### src/rtl/wdt_sleep_ctrl_pkg.sv
// Shared encodings for the watchdog/sleep/prescaler slice of the PIC16C5x core.
// Holds the FSM state type, OPTION field positions and the prescaler ratio helper.
package wdt_sleep_ctrl_pkg;

   localparam int PRESCALE_WIDTH = 8;
   localparam int OPT_PSA_BIT    = 3;
   localparam int OPT_PS_MSB     = 2;

   typedef enum logic [1:0] {
      WS_RUN   = 2'd0,
      WS_SLEEP = 2'd1,
      WS_RESET = 2'd2
   } ws_state_e;

   // Terminal count for the current assignment: 2^PS-1 on the WDT side, 2^(PS+1)-1 on TMR0.
   function automatic logic [PRESCALE_WIDTH-1:0] prescale_limit(
      input logic                psa,
      input logic [OPT_PS_MSB:0] ps
   );
      logic [3:0]              shamt;
      logic [PRESCALE_WIDTH:0] span;
      logic [PRESCALE_WIDTH:0] last;
      shamt = psa ? {1'b0, ps} : ({1'b0, ps} + 4'd1);
      span  = (PRESCALE_WIDTH+1)'(1) << shamt;
      last  = span - (PRESCALE_WIDTH+1)'(1);
      return last[PRESCALE_WIDTH-1:0];
   endfunction

endpackage

### src/rtl/wdt_sleep_ctrl_prescaler_unit.sv
// Shared 8-bit prescaler: divides base ticks for the WDT (PSA=1) or TMR0 ticks (PSA=0).
// The side that does not own the prescaler sees its event 1:1.
module prescaler_unit
   import wdt_sleep_ctrl_pkg::*;
(
   input  logic                      clk,
   input  logic                      rst_n,
   input  logic                      clr,
   input  logic                      psa,
   input  logic [OPT_PS_MSB:0]       ps,
   input  logic                      tmr0_tick,
   input  logic                      base_tick,
   output logic [PRESCALE_WIDTH-1:0] cnt,
   output logic                      wdt_to,
   output logic                      tmr0_inc
);

   logic [PRESCALE_WIDTH-1:0] cnt_q, cnt_d;
   logic                      evt;
   logic                      terminal;

   // NOTE: every signal assigned in always_comb gets a value on every path, so no latch is inferred.
   always_comb begin
      evt      = psa ? base_tick : tmr0_tick;
      terminal = evt && (cnt_q == prescale_limit(psa, ps));
      wdt_to   = psa ? terminal : base_tick;
      // A clear in the same cycle as the TMR0 terminal count swallows the increment.
      tmr0_inc = psa ? tmr0_tick : (terminal && !clr);
      cnt_d    = cnt_q;
      if (clr || terminal) begin
         cnt_d = '0;
      end else if (evt) begin
         cnt_d = cnt_q + 1'b1;
      end
   end

   // NOTE: reset is synchronous (sampled on the clock edge) and state updates use non-blocking assignments.
   always_ff @(posedge clk) begin
      if (!rst_n) begin
         cnt_q <= '0;
      end else begin
         cnt_q <= cnt_d;
      end
   end

   assign cnt = cnt_q;

endmodule

### src/rtl/wdt_sleep_ctrl.sv
// Watchdog, SLEEP and prescaler controller: base counter, TO/PD bits, WDT reset request
// and core hold sequencing, with the shared prescaler in prescaler_unit.
module wdt_sleep_ctrl
   import wdt_sleep_ctrl_pkg::*;
#(
   parameter int WDT_BASE = 18000,
   parameter int RST_HOLD = 4
) (
   input  logic                      clk,
   input  logic                      rst_n,
   input  logic                      wdt_en,
   input  logic                      ex_clrwdt,
   input  logic                      ex_sleep,
   input  logic                      option_we,
   input  logic [5:0]                option_in,
   input  logic                      tmr0_tick,
   output logic                      tmr0_inc,
   output logic                      core_hold,
   output logic                      core_rst_req,
   output logic                      status_to,
   output logic                      status_pd,
   output logic [PRESCALE_WIDTH-1:0] prescale_cnt
);

   localparam int BASE_W = $clog2(WDT_BASE);
   localparam int HOLD_W = $clog2(RST_HOLD + 1);

   ws_state_e            state_q;
   logic [BASE_W-1:0]    base_q, base_d;
   logic [HOLD_W-1:0]    hold_cnt_q;
   logic [OPT_PSA_BIT:0] opt_q;
   logic                 hold_q, rst_req_q, to_q, pd_q;

   logic in_run, in_reset, clr_evt, base_tick, pre_clr;
   logic pu_wdt_to, pu_tmr0_inc, wdt_to;
   logic opt_unused;

   // T0CS/T0SE belong to the TMR0 clock-select path, not to this block.
   assign opt_unused = ^option_in[5:4];

   // The core is frozen outside RUN, so execute decodes are only honoured there.
   assign in_run    = (state_q == WS_RUN);
   assign in_reset  = (state_q == WS_RESET);
   assign clr_evt   = in_run && (ex_clrwdt || ex_sleep || option_we);
   assign base_tick = wdt_en && !in_reset && (base_q == BASE_W'(WDT_BASE - 1));
   assign pre_clr   = in_reset || (in_run && option_we)
                    || (in_run && (ex_clrwdt || ex_sleep) && opt_q[OPT_PSA_BIT]);
   assign wdt_to    = pu_wdt_to && !clr_evt;

   always_comb begin
      base_d = base_q;
      if (in_reset || clr_evt) begin
         base_d = '0;
      end else if (wdt_en) begin
         base_d = base_tick ? '0 : base_q + 1'b1;
      end
   end

   always_ff @(posedge clk) begin
      if (!rst_n) begin
         base_q <= '0;
         opt_q  <= '1;
      end else begin
         base_q <= base_d;
         if (in_run && option_we) begin
            opt_q <= option_in[OPT_PSA_BIT:0];
         end
      end
   end

   prescaler_unit u_prescaler (
      .clk       (clk),
      .rst_n     (rst_n),
      .clr       (pre_clr),
      .psa       (opt_q[OPT_PSA_BIT]),
      .ps        (opt_q[OPT_PS_MSB:0]),
      .tmr0_tick (tmr0_tick),
      .base_tick (base_tick),
      .cnt       (prescale_cnt),
      .wdt_to    (pu_wdt_to),
      .tmr0_inc  (pu_tmr0_inc)
   );

   always_ff @(posedge clk) begin
      if (!rst_n) begin
         state_q    <= WS_RUN;
         hold_cnt_q <= '0;
         hold_q     <= 1'b0;
         rst_req_q  <= 1'b0;
         to_q       <= 1'b1;
         pd_q       <= 1'b1;
      end else begin
         case (state_q)
            WS_RUN: begin
               if (ex_sleep) begin
                  state_q <= WS_SLEEP;
                  hold_q  <= 1'b1;
                  to_q    <= 1'b1;
                  pd_q    <= 1'b0;
               end else if (ex_clrwdt) begin
                  to_q <= 1'b1;
                  pd_q <= 1'b1;
               end else if (wdt_to) begin
                  state_q    <= WS_RESET;
                  hold_cnt_q <= '0;
                  hold_q     <= 1'b1;
                  rst_req_q  <= 1'b1;
                  to_q       <= 1'b0;
               end
            end
            WS_SLEEP: begin
               if (wdt_to) begin
                  state_q    <= WS_RESET;
                  hold_cnt_q <= '0;
                  rst_req_q  <= 1'b1;
                  to_q       <= 1'b0;
               end
            end
            WS_RESET: begin
               if (hold_cnt_q == HOLD_W'(RST_HOLD - 1)) begin
                  state_q   <= WS_RUN;
                  hold_q    <= 1'b0;
                  rst_req_q <= 1'b0;
               end else begin
                  hold_cnt_q <= hold_cnt_q + 1'b1;
               end
            end
            default: begin
               state_q   <= WS_RUN;
               hold_q    <= 1'b0;
               rst_req_q <= 1'b0;
            end
         endcase
      end
   end

   assign tmr0_inc     = in_run && pu_tmr0_inc;
   assign core_hold    = hold_q;
   assign core_rst_req = rst_req_q;
   assign status_to    = to_q;
   assign status_pd    = pd_q;

endmodule

### config.mk
export PLATFORM = sky130hd
export DESIGN_NAME = wdt_sleep_ctrl
export DESIGN_NICKNAME = d
export VERILOG_FILES = /design/src/rtl/wdt_sleep_ctrl_pkg.sv /design/src/rtl/wdt_sleep_ctrl_prescaler_unit.sv /design/src/rtl/wdt_sleep_ctrl.sv
export SDC_FILE = /design/constraint.sdc
export NUM_CORES = 1
export LEC_CHECK = 0
export ABC_CLOCK_PERIOD_IN_PS = 3000
export BUFFER_PORTS_ARGS = -buffer_cell sky130_fd_sc_hd__buf_2
export CELL_PAD_IN_SITES_DETAIL_PLACEMENT = 0
export CELL_PAD_IN_SITES_GLOBAL_PLACEMENT = 1
export CORE_MARGIN = 2
export CORE_UTILIZATION = 39
export DETAILED_ROUTE_END_ITERATION = 8
export MAX_ROUTING_LAYER = met4
export PLACE_DENSITY = 0.84
export SLEW_MARGIN = 40
export SYNTH_ARGS = -nofsm -noshare
export SYNTH_HDL_FRONTEND = slang
export SYNTH_SLANG_ARGS = --single-unit
### constraint.sdc
create_clock -name clk -period 3 [get_ports clk]
set_input_delay 0.3 -clock clk [delete_from_list [all_inputs] [get_ports clk]]
set_output_delay 0.3 -clock clk [all_outputs]
set_load 0.02 [all_outputs]
* After elaboration in Yosys (flattened, before gate mapping)
Cells that the tools add are included.
Word-level totals: flip-flop bits (word level) 36, word-level logic and storage cells 88, input bits 13
Cells by class: reduce and logical (&&, ||, !) cells 30, bitwise logic cells 2, equality and inequality tests 11, shift-type cells 1, muxes and demuxes 30, add/subtract/negate cells 5
Operator list (count):
- 15-bit by 1-bit adder with 15-bit output (second input constant) | 1
- 15-bit equality test (second input constant) | 1
- 1-bit two-way mux | 15
- 15-bit two-way mux | 1
- 3-bit two-way mux | 4
- 1-bit logical AND | 10
- 3-bit case mux with 3 select lines | 1
- 8-bit by 1-bit adder with 8-bit output (second input constant) | 1
- 8-bit equality test | 1
- 2-bit two-way mux | 4
- 4-bit AND reduction | 2
- 1-bit by 4-bit << shifter with 8-bit output (first input constant) | 1
- 8-bit by 1-bit subtractor with 8-bit output (second input constant) | 1
- 1-bit logical OR | 6
- 2-bit inequality test (second input constant) | 3
- 1-bit case mux with 3 select lines | 2
- 2-bit case mux with 3 select lines | 1
- 3-bit by 1-bit adder with 4-bit output (second input constant) | 1
- 4-bit two-way mux | 1
- 2-bit AND reduction | 2
- 2-bit nonzero test | 2
- 2-bit OR reduction | 2
- 3-bit by 1-bit adder with 3-bit output (second input constant) | 1
- 3-bit by 2-bit equality test with 1-bit output (second input constant) | 1
- other kinds (11) | 14

* Depth between registers and ports, before layout
Gate-level depths: netlist of run 1.
depth in word-level cells 12, mapped depth 13

* By module
From an unflattened synthesis of run 1, not the netlist that was laid out.
Unflattened totals: cells, all modules 278, area total of the unflattened synthesis 2311.0 sq um
Modules (own cells, without submodules):
- wdt_sleep_ctrl | area each 1316.3 sq um, cells each 152, times used 1
- prescaler_unit | area each 994.7 sq um, cells each 126, times used 1

* Worst setup path after synthesis of run 1
Ideal clock, no wire load.
kind flip-flop to output port, start point register opt_q[1], end point output port tmr0_inc, data required time 2700 ps, data arrival time 2678 ps, cell stages (with the launch flop) 13, setup slack 22 ps, buffers on the path 1, path through dfxtp_1 > clkbuf_1 > and3b_1 > o21a_1 > nor2_1 > ha_1 > inv_1 > a2111oi_2 > nor2_1 > xor3_1 > nand4_4 > nor2_1 > o211a_1
Between the ends: cells in the longest elaborated chain, start to end 9
RTL lines:
- start: declaration | RTL line wdt_sleep_ctrl.sv:31 | logic [OPT_PSA_BIT:0] opt_q;
- start signal: assignment | RTL line wdt_sleep_ctrl.sv:66 | opt_q <= option_in[OPT_PSA_BIT:0];
- 3-bit by 1-bit adder with 4-bit output | RTL line wdt_sleep_ctrl_pkg.sv:23 | shamt = psa ? {1'b0, ps} : ({1'b0, ps} + 4'd1);
- 4-bit two-way mux * | RTL line wdt_sleep_ctrl_pkg.sv:23
- 1-bit by 4-bit << shifter with 8-bit output * | RTL line wdt_sleep_ctrl_pkg.sv:24 | span = (PRESCALE_WIDTH+1)'(1) << shamt;
- 8-bit by 1-bit subtractor with 8-bit output * | RTL line wdt_sleep_ctrl_pkg.sv:25 | last = span - (PRESCALE_WIDTH+1)'(1);
- 8-bit equality test * | RTL line wdt_sleep_ctrl_prescaler_unit.sv:25 | terminal = evt && (cnt_q == prescale_limit(psa, ps));
- 1-bit logical AND * | RTL line wdt_sleep_ctrl_prescaler_unit.sv:25
- 1-bit logical AND * | RTL line wdt_sleep_ctrl_prescaler_unit.sv:28 | tmr0_inc = psa ? tmr0_tick : (terminal && !clr);
- 1-bit two-way mux * | RTL line wdt_sleep_ctrl_prescaler_unit.sv:28
- 1-bit logical AND * | RTL line wdt_sleep_ctrl.sv:137 | assign tmr0_inc = in_run && pu_tmr0_inc;
- end: declaration | RTL line wdt_sleep_ctrl.sv:17 | output logic tmr0_inc,
Every way passes the cells marked *; elsewhere a longest branch is shown, timed or not.

* Final worst setup path of run 1
start point register opt_q[3], end point output port tmr0_inc
Between the ends: cells in the longest elaborated chain, start to end 8, elaborated cells between the ends (all ways) 12, those cells by class add/sub: 1; eq/ne: 1; shift: 1; mux: 3; reduce/logical: 6
RTL lines (RTL line):
- 4-bit two-way mux | wdt_sleep_ctrl_pkg.sv:23
- 1-bit by 4-bit << shifter with 8-bit output | wdt_sleep_ctrl_pkg.sv:24
- 8-bit by 1-bit subtractor with 8-bit output | wdt_sleep_ctrl_pkg.sv:25
- 8-bit equality test | wdt_sleep_ctrl_prescaler_unit.sv:25
- 1-bit logical AND | wdt_sleep_ctrl_prescaler_unit.sv:25
- 1-bit logical AND | wdt_sleep_ctrl_prescaler_unit.sv:28
- 1-bit two-way mux * | wdt_sleep_ctrl_prescaler_unit.sv:28
- 1-bit logical AND * | wdt_sleep_ctrl.sv:137
Marked as above.

==> results of run 1 <==
[metrics by stage]
stage                     power [mW]  area (µm²)  setup WS, ns  setup TNS (ns)  instances
after floorplan               0.6361        2243       0.02244               0        276
after detailed placement      0.6957        2536      -0.06409        -0.09950        377
after CTS                      1.076        2733      -0.06549        -0.06549        388
after global placement        0.6930        2536      -0.03344        -0.04201        377
after global routing           1.126        2753       -0.2304         -0.3065        389
final                          1.067        2753      -0.06789        -0.06789        389
[cell families after synthesis]
family / count (synthesis) / synth area share
AO/OA/AOI/OAI: 55 / 0.1846
XOR/XNOR: 26 / 0.1082
adder cells (fa/ha/maj): 6 / 0.03346
buffers and inverters: 23 / 0.04294
flip-flops: 36 / 0.3212
multiplexers: 4 / 0.01896
AND/OR/NAND/NOR: 126 / 0.2906
[power by group]
group          switching (mW)  total [mW]  leakage (nW)  internal, mW
logic                   0.109       0.212         0.755         0.103
clock network           0.166       0.353        0.0455         0.187
registers              0.0141       0.501         0.291         0.487
[routing by layer]
layer	vias to the layer above	share of wire	GRT usage	wire, µm
li1	1068	-	-	-
met1	965	0.48	0.2209	2437
met2	30	0.47	0.2874	2374
met3	6	0.035	0.03394	174
met4	0	0.010	0.06610	51
met5	-	0	-	0
[path summary, 6_finish.rpt]
check | startpoint | end | cells after the start
min reg2reg | status_to | status_to | 2
max reg2reg | opt_q[3] | core_rst_req | 11
min | option_in[0] | opt_q[0] | 3
max | opt_q[3] | tmr0_inc | 10
[sequential cells by signal, summed over array words and instances, names as in the netlist]
register and flops:
base_q 15, core_hold 1, core_rst_req 1, hold_cnt_q 3, opt_q 4, state_q 2, status_pd 1, status_to 1
u_prescaler.cnt 8
[worst max-delay path, cell delays in order, from the launching register on]
cell and delay (ns):
dfxtp_1 0.54, nor3b_2 0.31, a22oi_1 0.14, ha_2 0.23, xnor2_2 0.16, a221oi_2 0.29, nor3b_4 0.30, nand4_4 0.11
nor2_1 0.11, o211a_1 0.18, buf_6 0.12
[placed cells by master, fill, tap and decap left out, types with 3 or more instances in the layout]
master    netlist  layout
and2_1          4       4
or3_1           3       3
clkbuf_8        0       6
xor2_1         14      14
dfxtp_2         0       3
and3_1          3       3
nand2_1        25      25
nor2_1         36      36
ha_1            6       4
dfxtp_1        36      33
buf_2           2      22
buf_4           2      22
nor3b_1         5       3
o211ai_1        3       3
o21a_1          5       5
o21ai_0        14      14
nor3_1          8       6
buf_6           0       3
nand3_1        16      16
nand4_1         9       9
nand2b_1        5       5
xnor2_1        11      10
inv_1           9       9
a21oi_1         9       9
[cell type report]
type | count | area (µm²) | area share
clock buffer | 8 | 90.09 | 0.03273
inverter | 9 | 33.78 | 0.01227
multi-input combinational | 217 | 1505 | 0.5468
sequential | 36 | 724.4 | 0.2632
tap | 72 | 90.09 | 0.03273
timing repair buffer | 47 | 309.0 | 0.1123
[timing repair]
action,in CTS,in global routing
resized for setup,16,3
setup endpoints to repair,2,11
pin swaps,10,6
setup buffers,3,1
==> flow_summary.json, run 1 <==
{
  "synth_top_cell_area_share": 0.3212,
  "cp.arrival_ns": 2.77,
  "synth_top_area_cell": "dfxtp_1",
  "detailedPlacementHpwl_mm": 3.667,
  "cts_max_path_buffers": 2,
  "timing.hold.worst.class": "in2reg",
  "failed_checks": "setup timing",
  "cts.sinks": 36,
  "maxClockFrequency_ghz": 0.3260,
  "post_synth_inst_count": 276,
  "floorplan.io_pins": 26,
  "ys_seq_elements": 36,
  "number_of_enable_flip_flop_cells_after_synthesis": 0,
  "fp.coreArea_um2": 5540,
  "area_enclosed_by_the_die_boundary_um2": 6375,
  "setup_viol_count_final": 1,
  "core.rowCount": 27,
  "count_of_unique_library_cells_instantiated_by_yosys": 54,
  "critical_path.endpoint_type": "output pin",
  "worstPathMaxFanout": 9,
  "worst_case_vdd_ir_drop_mv": 0.2077,
  "leakagePower_nw": 1.092,
  "timing.clock.skew_ns": 0.004759,
  "global_route_usage_sum": 0.1777,
  "antenna_left": 0,
  "run_status": "finished, violations left",
  "synthesis.yosys.warnings": 0,
  "setup.worst_path.start_class": "flip-flop",
  "post_synth_main_area_contributors": "dfxtp_1, nor2_1, xor2_1",
  "tightestPinTransition_ns": 0.5317,
  "mappedNetlistArea_um2": 2243,
  "yosysSeqAreaShare": 0.3212,
  "most_frequent_cells_after_synthesis": "dfxtp_1, nor2_1, nand2_1",
  "firstDrtPassIters": 4,
  "layout.nets": 335,
  "die_width_um": 79.85,
  "grt_pass1_vias": 1958,
  "worst_slew_margin_rel": 0.6442,
  "final_critical_path_setup_slack_ns": -0.06789,
  "io_buffer_count": 23,
  "initial_antenna_violation_count": 0,
  "reg2reg_setup_slack_ns": 0.11,
  "cts_tree": "done",
  "cts_max_level": 2,
  "power.density_nw_per_um2": 387.5,
  "clockRootBuffer": "clkbuf_8",
  "n_antenna_cell": 0,
  "start_util": 0.4049,
  "global_route_wire_length_before_repair_mm": 8.756,
  "syn_area_per_cell_um2": 8.128,
  "cts_hold_repair_buffers": 0,
  "num-fill-cells": 559,
  "synth-async-reset-ratio": 0,
  "post-route-min-period_ns": 3.068,
  "worst_setup_hold_path_clk_slew_ns": 0.07,
  "maxCapViolCount": 0,
  "totalWireLength_mm": 5.037,
  "unrepaired_setup_endpoints_after_global_routing": "true",
  "fp.dieH_um": 79.85,
  "layout_worst_path_cycle_share": 1.023,
  "slew_viol_final": 0,
  "yosys_most_used_dff": "dfxtp_1",
  "synthToLayoutAreaGrowth_pct": 22.70,
  "hold_ws_ns": 0.2419,
  "dr_total_vias": 2069,
  "post-route-drc-count": 0,
  "layout-drive-gt1-share": 0.2303,
  "globalRouteOverflowTotal": 0,
  "avgRoutedWirePerCell_um": 12.95,
  "grt_max_degree": 20,
  "mappedNetlistNets": 295,
  "place_congestion": 0.8302,
  "criticalPathCategory": "reg2out",
  "worst_ep_required_time_ns": 2.70,
  "clk-insertion-delay-late_ns": 0.29,
  "cts_made_buffers": 5,
  "report.final.hold_viol_count": 0,
  "vias_per_cell": 5.319,
  "final_util": 0.4968,
  "drtIter0Drc": 55
}
Power figures use the tool's default switching activity.
==> run 2, diff against run 1 <==
--- a/config.mk
+++ b/config.mk
@@ -6,14 +6,14 @@
 export NUM_CORES = 1
 export LEC_CHECK = 0
 export ABC_CLOCK_PERIOD_IN_PS = 3000
-export BUFFER_PORTS_ARGS = -buffer_cell sky130_fd_sc_hd__buf_2
+export BUFFER_PORTS_ARGS = -buffer_cell sky130_fd_sc_hd__clkbuf_2
 export CELL_PAD_IN_SITES_DETAIL_PLACEMENT = 0
 export CELL_PAD_IN_SITES_GLOBAL_PLACEMENT = 1
 export CORE_MARGIN = 2
 export CORE_UTILIZATION = 39
 export DETAILED_ROUTE_END_ITERATION = 8
 export MAX_ROUTING_LAYER = met4
-export PLACE_DENSITY = 0.84
+export PLACE_DENSITY_LB_ADDON = 0.1
 export SLEW_MARGIN = 40
 export SYNTH_ARGS = -nofsm -noshare
 export SYNTH_HDL_FRONTEND = slang
==> flow_summary.json, run 2 (synthesized netlist as in run 1, its figures left out) <==
{
  "regMostFlops": "base_q",
  "start_util": 0.4049,
  "setup.worst_path.start_class": "flip-flop",
  "run_status": "finished, violations left",
  "critical_path.max_stage_delay_ns": 0.37,
  "cts.sinks": 36,
  "cts_max_path_buffers": 2,
  "core.rowCount": 27,
  "cts_made_buffers": 5,
  "post-route-drc-count": 0,
  "cp.arrival_ns": 2.78,
  "worstPathMaxFanout": 4,
  "synthToLayoutAreaGrowth_pct": 23.54,
  "global_route_usage_sum": 0.1767,
  "n_antenna_cell": 0,
  "worst_case_vdd_ir_drop_mv": 0.2563,
  "maxClockFrequency_ghz": 0.3242,
  "report.final.hold_viol_count": 0,
  "timing.hold.worst.class": "in2reg",
  "cts_tree": "done",
  "grt_max_degree": 20,
  "totalWireLength_mm": 5.201,
  "clockRootBuffer": "clkbuf_8",
  "dpl_worst_slack_ns": -0.07949,
  "fp.dieH_um": 79.85,
  "area_enclosed_by_the_die_boundary_um2": 6375,
  "totalNegativeSetupSlack_ns": -0.1110,
  "place_congestion": 0.7657,
  "firstDrtPassIters": 4,
  "io_buffer_count": 23,
  "critical_path.endpoint_type": "output pin",
  "worst_slew_margin_rel": 0.6173,
  "slew_viol_final": 0,
  "met2WireLength_mm": 2.261,
  "die_width_um": 79.85,
  "cp_max_delay_cell": "a2111o_1",
  "clk-insertion-delay-late_ns": 0.29,
  "cts_hold_repair_buffers": 0,
  "setup_viol_count_final": 2,
  "timing.clock.skew_ns": 0.003604,
  "failed_checks": "setup timing",
  "dr_total_vias": 2043,
  "layout-drive-gt1-share": 0.2524,
  "cts_max_level": 2,
  "grt_pass1_vias": 1886,
  "maxCapViolCount": 0,
  "top_layer": "met4",
  "met3WireLength_um": 174,
  "flip_flop_count_of_the_largest_register_after_layout": 15,
  "commonest_non_fill_non_tap_cells_in_the_layout": "dfxtp_1, nor2_1, nand2_1",
  "vias_per_cell": 5.252,
  "avgRoutedWirePerCell_um": 13.37,
  "fp.coreArea_um2": 5540,
  "leakagePower_nw": 1.085,
  "layout_worst_path_cycle_share": 1.028,
  "globalRouteOverflowTotal": 0,
  "post-route-min-period_ns": 3.085,
  "unrepaired_setup_endpoints_after_global_routing": "true",
  "detailedPlacementHpwl_mm": 3.718,
  "crit_path_cell_trace": "ha_4, nor3b_2, o21a_1, nor2_1, ha_2, buf_4, o311a_1, a2111o_1, o211ai_2, nand4_4, nor2_2, o211a_1, clkbuf_8",
  "floorplan.io_pins": 26,
  "worst_setup_hold_path_clk_slew_ns": 0.07,
  "drtIter0Drc": 90,
  "global_route_wire_length_before_repair_mm": 8.673,
  "criticalPathCategory": "reg2out",
  "layout.nets": 335,
  "route.layer.met1.wl_mm": 2.715,
  "initial_antenna_violation_count": 0,
  "worst_ep_required_time_ns": 2.70,
  "tightestPinTransition_ns": 0.5720,
  "power.density_nw_per_um2": 382.2,
  "final_common_cell": "dfxtp_1",
  "antenna_left": 0,
  "final_critical_path_setup_slack_ns": -0.08475
}
run 2: changes by cell type in the layout (fill, tap and decap cells not counted), moves of 4 or more:
cell / before / now
buf_2: 22 / 0
clkbuf_2: 0 / 22
nor2_2: 0 / 5
buf_4: 22 / 18
nor2_1: 36 / 30
run 2: power by group:
| group | internal (mW) | leakage, nW | total (mW) | switching (mW) |
|---|---|---|---|---|
| registers | 0.486 | 0.292 | 0.499 | 0.0129 |
| clock network | 0.162 | 0.0479 | 0.347 | 0.185 |
| logic | 0.103 | 0.745 | 0.213 | 0.110 |
| total | 0.751 | 1.08 | 1.06 | 0.308 |
run 2: critical path, delay by kind of cell (launching register included):
kind            cells  cell delay, ns
fa+ha+maj           2            0.42
simple gates        4            0.48
flops               1            0.36
buf+inv             2            0.30
compound gates      5            0.95
run 2: worst paths after layout:
kind         slack, ns    startpoint   endpoint  cells past startpoint
max              -0.08      opt_q[1]   tmr0_inc                     13
min               0.25  option_in[0]   opt_q[0]                      3
max reg2reg      -0.03      opt_q[1]  status_to                     14
min reg2reg       0.49     status_to  status_to                      2
run 2: metal layers:
metal / vias to the layer above / GRT usage
met5: - / -
met1: 939 / 0.2392
li1: 1072 / -
met2: 27 / 0.2664
met3: 5 / 0.03959
met4: 0 / 0.04915
run 2: repair_timing:
item	CTS	global route
setup buffers	2	5
setup endpoints to repair	5	13
pin swaps	6	10
hold endpoints to repair	0	0
resized for setup	8	22
run 2: through the flow:
| step | instances | power, mW | instance area, µm² | util | hold WS, ns |
|---|---|---|---|---|---|
| final | 389 | 1.059 | 2771 | 0.5002 | 0.2454 |
| after global routing | 389 | 1.118 | 2771 | 0.5002 | 0.2547 |
| after global placement | 374 | 0.6934 | 2514 | 0.4537 | 0.4848 |
| after detailed placement | 374 | 0.6937 | 2514 | 0.4537 | 0.4845 |
| after CTS | 384 | 1.057 | 2655 | 0.4792 | 0.2388 |
| after floorplan | 276 | 0.6361 | 2243 | - | 0.4481 |
run 2: area by class of cell:
class                   instances  area (µm²)
fillers                       549        2769
inverters                       9       33.78
multi-input cells             217        1504
clock buffers                   5       68.82
well taps                      72       90.09
clock inverters                 3       18.77
flip-flops and latches         36       725.7
repair buffers                 47       330.3
==> run 3, diff against run 2 <==
--- a/config.mk
+++ b/config.mk
@@ -5,12 +5,12 @@
 export SDC_FILE = /design/constraint.sdc
 export NUM_CORES = 1
 export LEC_CHECK = 0
-export ABC_CLOCK_PERIOD_IN_PS = 3000
+export ABC_CLOCK_PERIOD_IN_PS = 3800
 export BUFFER_PORTS_ARGS = -buffer_cell sky130_fd_sc_hd__clkbuf_2
 export CELL_PAD_IN_SITES_DETAIL_PLACEMENT = 0
 export CELL_PAD_IN_SITES_GLOBAL_PLACEMENT = 1
 export CORE_MARGIN = 2
-export CORE_UTILIZATION = 39
+export CORE_UTILIZATION = 47
 export DETAILED_ROUTE_END_ITERATION = 8
 export MAX_ROUTING_LAYER = met4
 export PLACE_DENSITY_LB_ADDON = 0.1
==> constraint.sdc (replaced) <==
create_clock -name clk -period 3.8 [get_ports clk]
set_input_delay 0.38 -clock clk [delete_from_list [all_inputs] [get_ports clk]]
set_output_delay 0.38 -clock clk [all_outputs]
set_load 0.02 [all_outputs]
==> flow_summary.json, run 3 (synthesized netlist as in run 1, its figures left out) <==
{
  "setup_viol_count_final": 0,
  "r2r-end": "hold_cnt_q[2]",
  "met2WireLength_mm": 2.260,
  "clockRootBuffer": "clkbuf_8",
  "fp.coreArea_um2": 4661,
  "avgRoutedWirePerCell_um": 13.48,
  "min_path_cells": 3,
  "cts_made_buffers": 5,
  "cts.repair.resized": 0,
  "cp.arrival_ns": 3.11,
  "criticalPathCategory": "reg2out",
  "grt_pass1_vias": 1833,
  "timing.clock.skew_ns": 0.004777,
  "core.rowCount": 25,
  "maxClockFrequency_ghz": 0.2864,
  "unrepaired_setup_endpoints_after_global_routing": "false",
  "post-route-drc-count": 0,
  "worst_ep_required_time_ns": 3.42,
  "vias_per_cell": 5.547,
  "layout.nets": 315,
  "fp.dieH_um": 73.09,
  "hold_path_startpoint": "option_in[0]",
  "cts_hold_repair_buffers": 0,
  "n_antenna_cell": 0,
  "totalWireLength_mm": 4.732,
  "cts.sinks": 36,
  "dr_total_vias": 1947,
  "drtIter0Drc": 93,
  "globalRouteOverflowTotal": 0,
  "floorplan.io_pins": 26,
  "critical_path.endpoint_type": "output pin",
  "cts_tree": "done",
  "worst_case_vdd_ir_drop_mv": 0.2224,
  "io_buffer_count": 23,
  "post-route-min-period_ns": 3.492,
  "firstDrtPassIters": 4,
  "synthToLayoutAreaGrowth_pct": 13.61,
  "grt_max_degree": 20,
  "global_route_usage_sum": 0.2003,
  "regToRegStartpoint": "opt_q[0]",
  "leakagePower_nw": 0.9926,
  "dpl_worst_slack_ns": 0.3856,
  "worstHoldEndpoint": "opt_q[0]",
  "commonest_non_fill_non_tap_cells_in_the_layout": "nor2_1, dfxtp_1, nand2_1",
  "slew_viol_final": 0,
  "worstPathMaxFanout": 7,
  "detailedPlacementHpwl_mm": 3.489,
  "timing.hold.worst.class": "in2reg",
  "report.final.hold_viol_count": 0,
  "clk-insertion-delay-late_ns": 0.29,
  "final_critical_path_setup_slack_ns": 0.3082,
  "route.layer.met1.wl_mm": 2.331,
  "final_common_cell": "nor2_1",
  "maxCapViolCount": 0,
  "worst_setup_hold_path_clk_slew_ns": 0.07,
  "power.density_nw_per_um2": 353.2,
  "tightestPinTransition_ns": 0.5392,
  "flip_flop_count_of_the_largest_register_after_layout": 15,
  "initial_antenna_violation_count": 0,
  "regMostFlops": "base_q",
  "global_route_wire_length_before_repair_mm": 8.142,
  "area_enclosed_by_the_die_boundary_um2": 5342,
  "met3WireLength_um": 59,
  "reg2reg_setup_slack_ns": 0.71,
  "run_status": "completed",
  "antenna_left": 0,
  "totalNegativeSetupSlack_ns": 0,
  "place_congestion": 0.8135,
  "top_layer": "met4",
  "layout_worst_path_cycle_share": 0.9189,
  "hold_ws_ns": 0.3240,
  "worst_slew_margin_rel": 0.6392,
  "cts.repair_timing.setup_buffer_count": 0,
  "depth_of_the_worst_register_to_register_path": 12,
  "die_width_um": 73.09,
  "start_util": 0.4813,
  "cts_max_level": 2,
  "setup.worst_path.start_class": "flip-flop",
  "final_util": 0.5468,
  "cts_max_path_buffers": 2,
  "layout-drive-gt1-share": 0.1582
}
==> run 3: cell types whose count changed in the layout (fill, tap and decap cells not counted), sizes merged <==
cell | before | now
buf | 24 | 4
clkinv | 3 | 0
clkbuf | 28 | 30
bufinv | 0 | 1
==> run 3: worst max-delay path by stage <==
stage / slack (ns) / depth (start not counted) / startpoint / end
2_1_floorplan: 0.74 / 12 / opt_q[1] / tmr0_inc
3_3_place_gp: 0.42 / 12 / opt_q[2] / tmr0_inc
3_5_place_dp: 0.39 / 12 / opt_q[2] / tmr0_inc
4_1_cts: 0.07 / 12 / opt_q[2] / tmr0_inc
5_1_grt: 0.09 / 13 / opt_q[0] / tmr0_inc
6_report: 0.31 / 12 / opt_q[0] / tmr0_inc
==> run 3: layer usage <==
layer / vias up / GRT usage
met2: 13 / 0.3243
li1: 1032 / -
met3: 9 / 0.02901
met4: 0 / 0.08025
met1: 893 / 0.2502
met5: - / -
==> run 3: layout make-up <==
cell class	instances	area [µm²]
Clock buffer	7	96.34
Clock inverter	1	30.03
Fill cell	486	2112
Inverter	9	33.78
Multi-Input combinational cell	217	1453
Sequential cell	36	723.2
Tap cell	54	67.56
Timing Repair Buffer	27	145.1
==> run 3: metrics by stage <==
stage	power, mW	cell area [µm²]	std cells
5_1_grt	0.9388	2549	351
6_report	0.9002	2549	351
3_3_place_gp	0.5305	2394	343
2_1_floorplan	0.5022	2243	276
3_5_place_dp	0.5322	2394	343
4_1_cts	0.9026	2520	351
==> run 3: where the power goes <==
| group | internal, mW | switching, mW | leakage [nW] |
|---|---|---|---|
| registers | 0.384 | 0.0116 | 0.291 |
| clock network | 0.232 | 0.140 | 0.0645 |
| logic | 0.0571 | 0.0758 | 0.637 |
| total | 0.673 | 0.227 | 0.993 |
==> run 3: critical path: stages (launching register included) <==
cell and delay, ns:
dfxtp_1 0.34, ha_2 0.31, nor3b_2 0.19, o21a_1 0.18
nor2_1 0.05, ha_1 0.29, xnor2_1 0.19, a221oi_1 0.30
nor3b_4 0.32, nand4_4 0.20, nor2_1 0.13, o211a_1 0.14
clkbuf_2 0.16
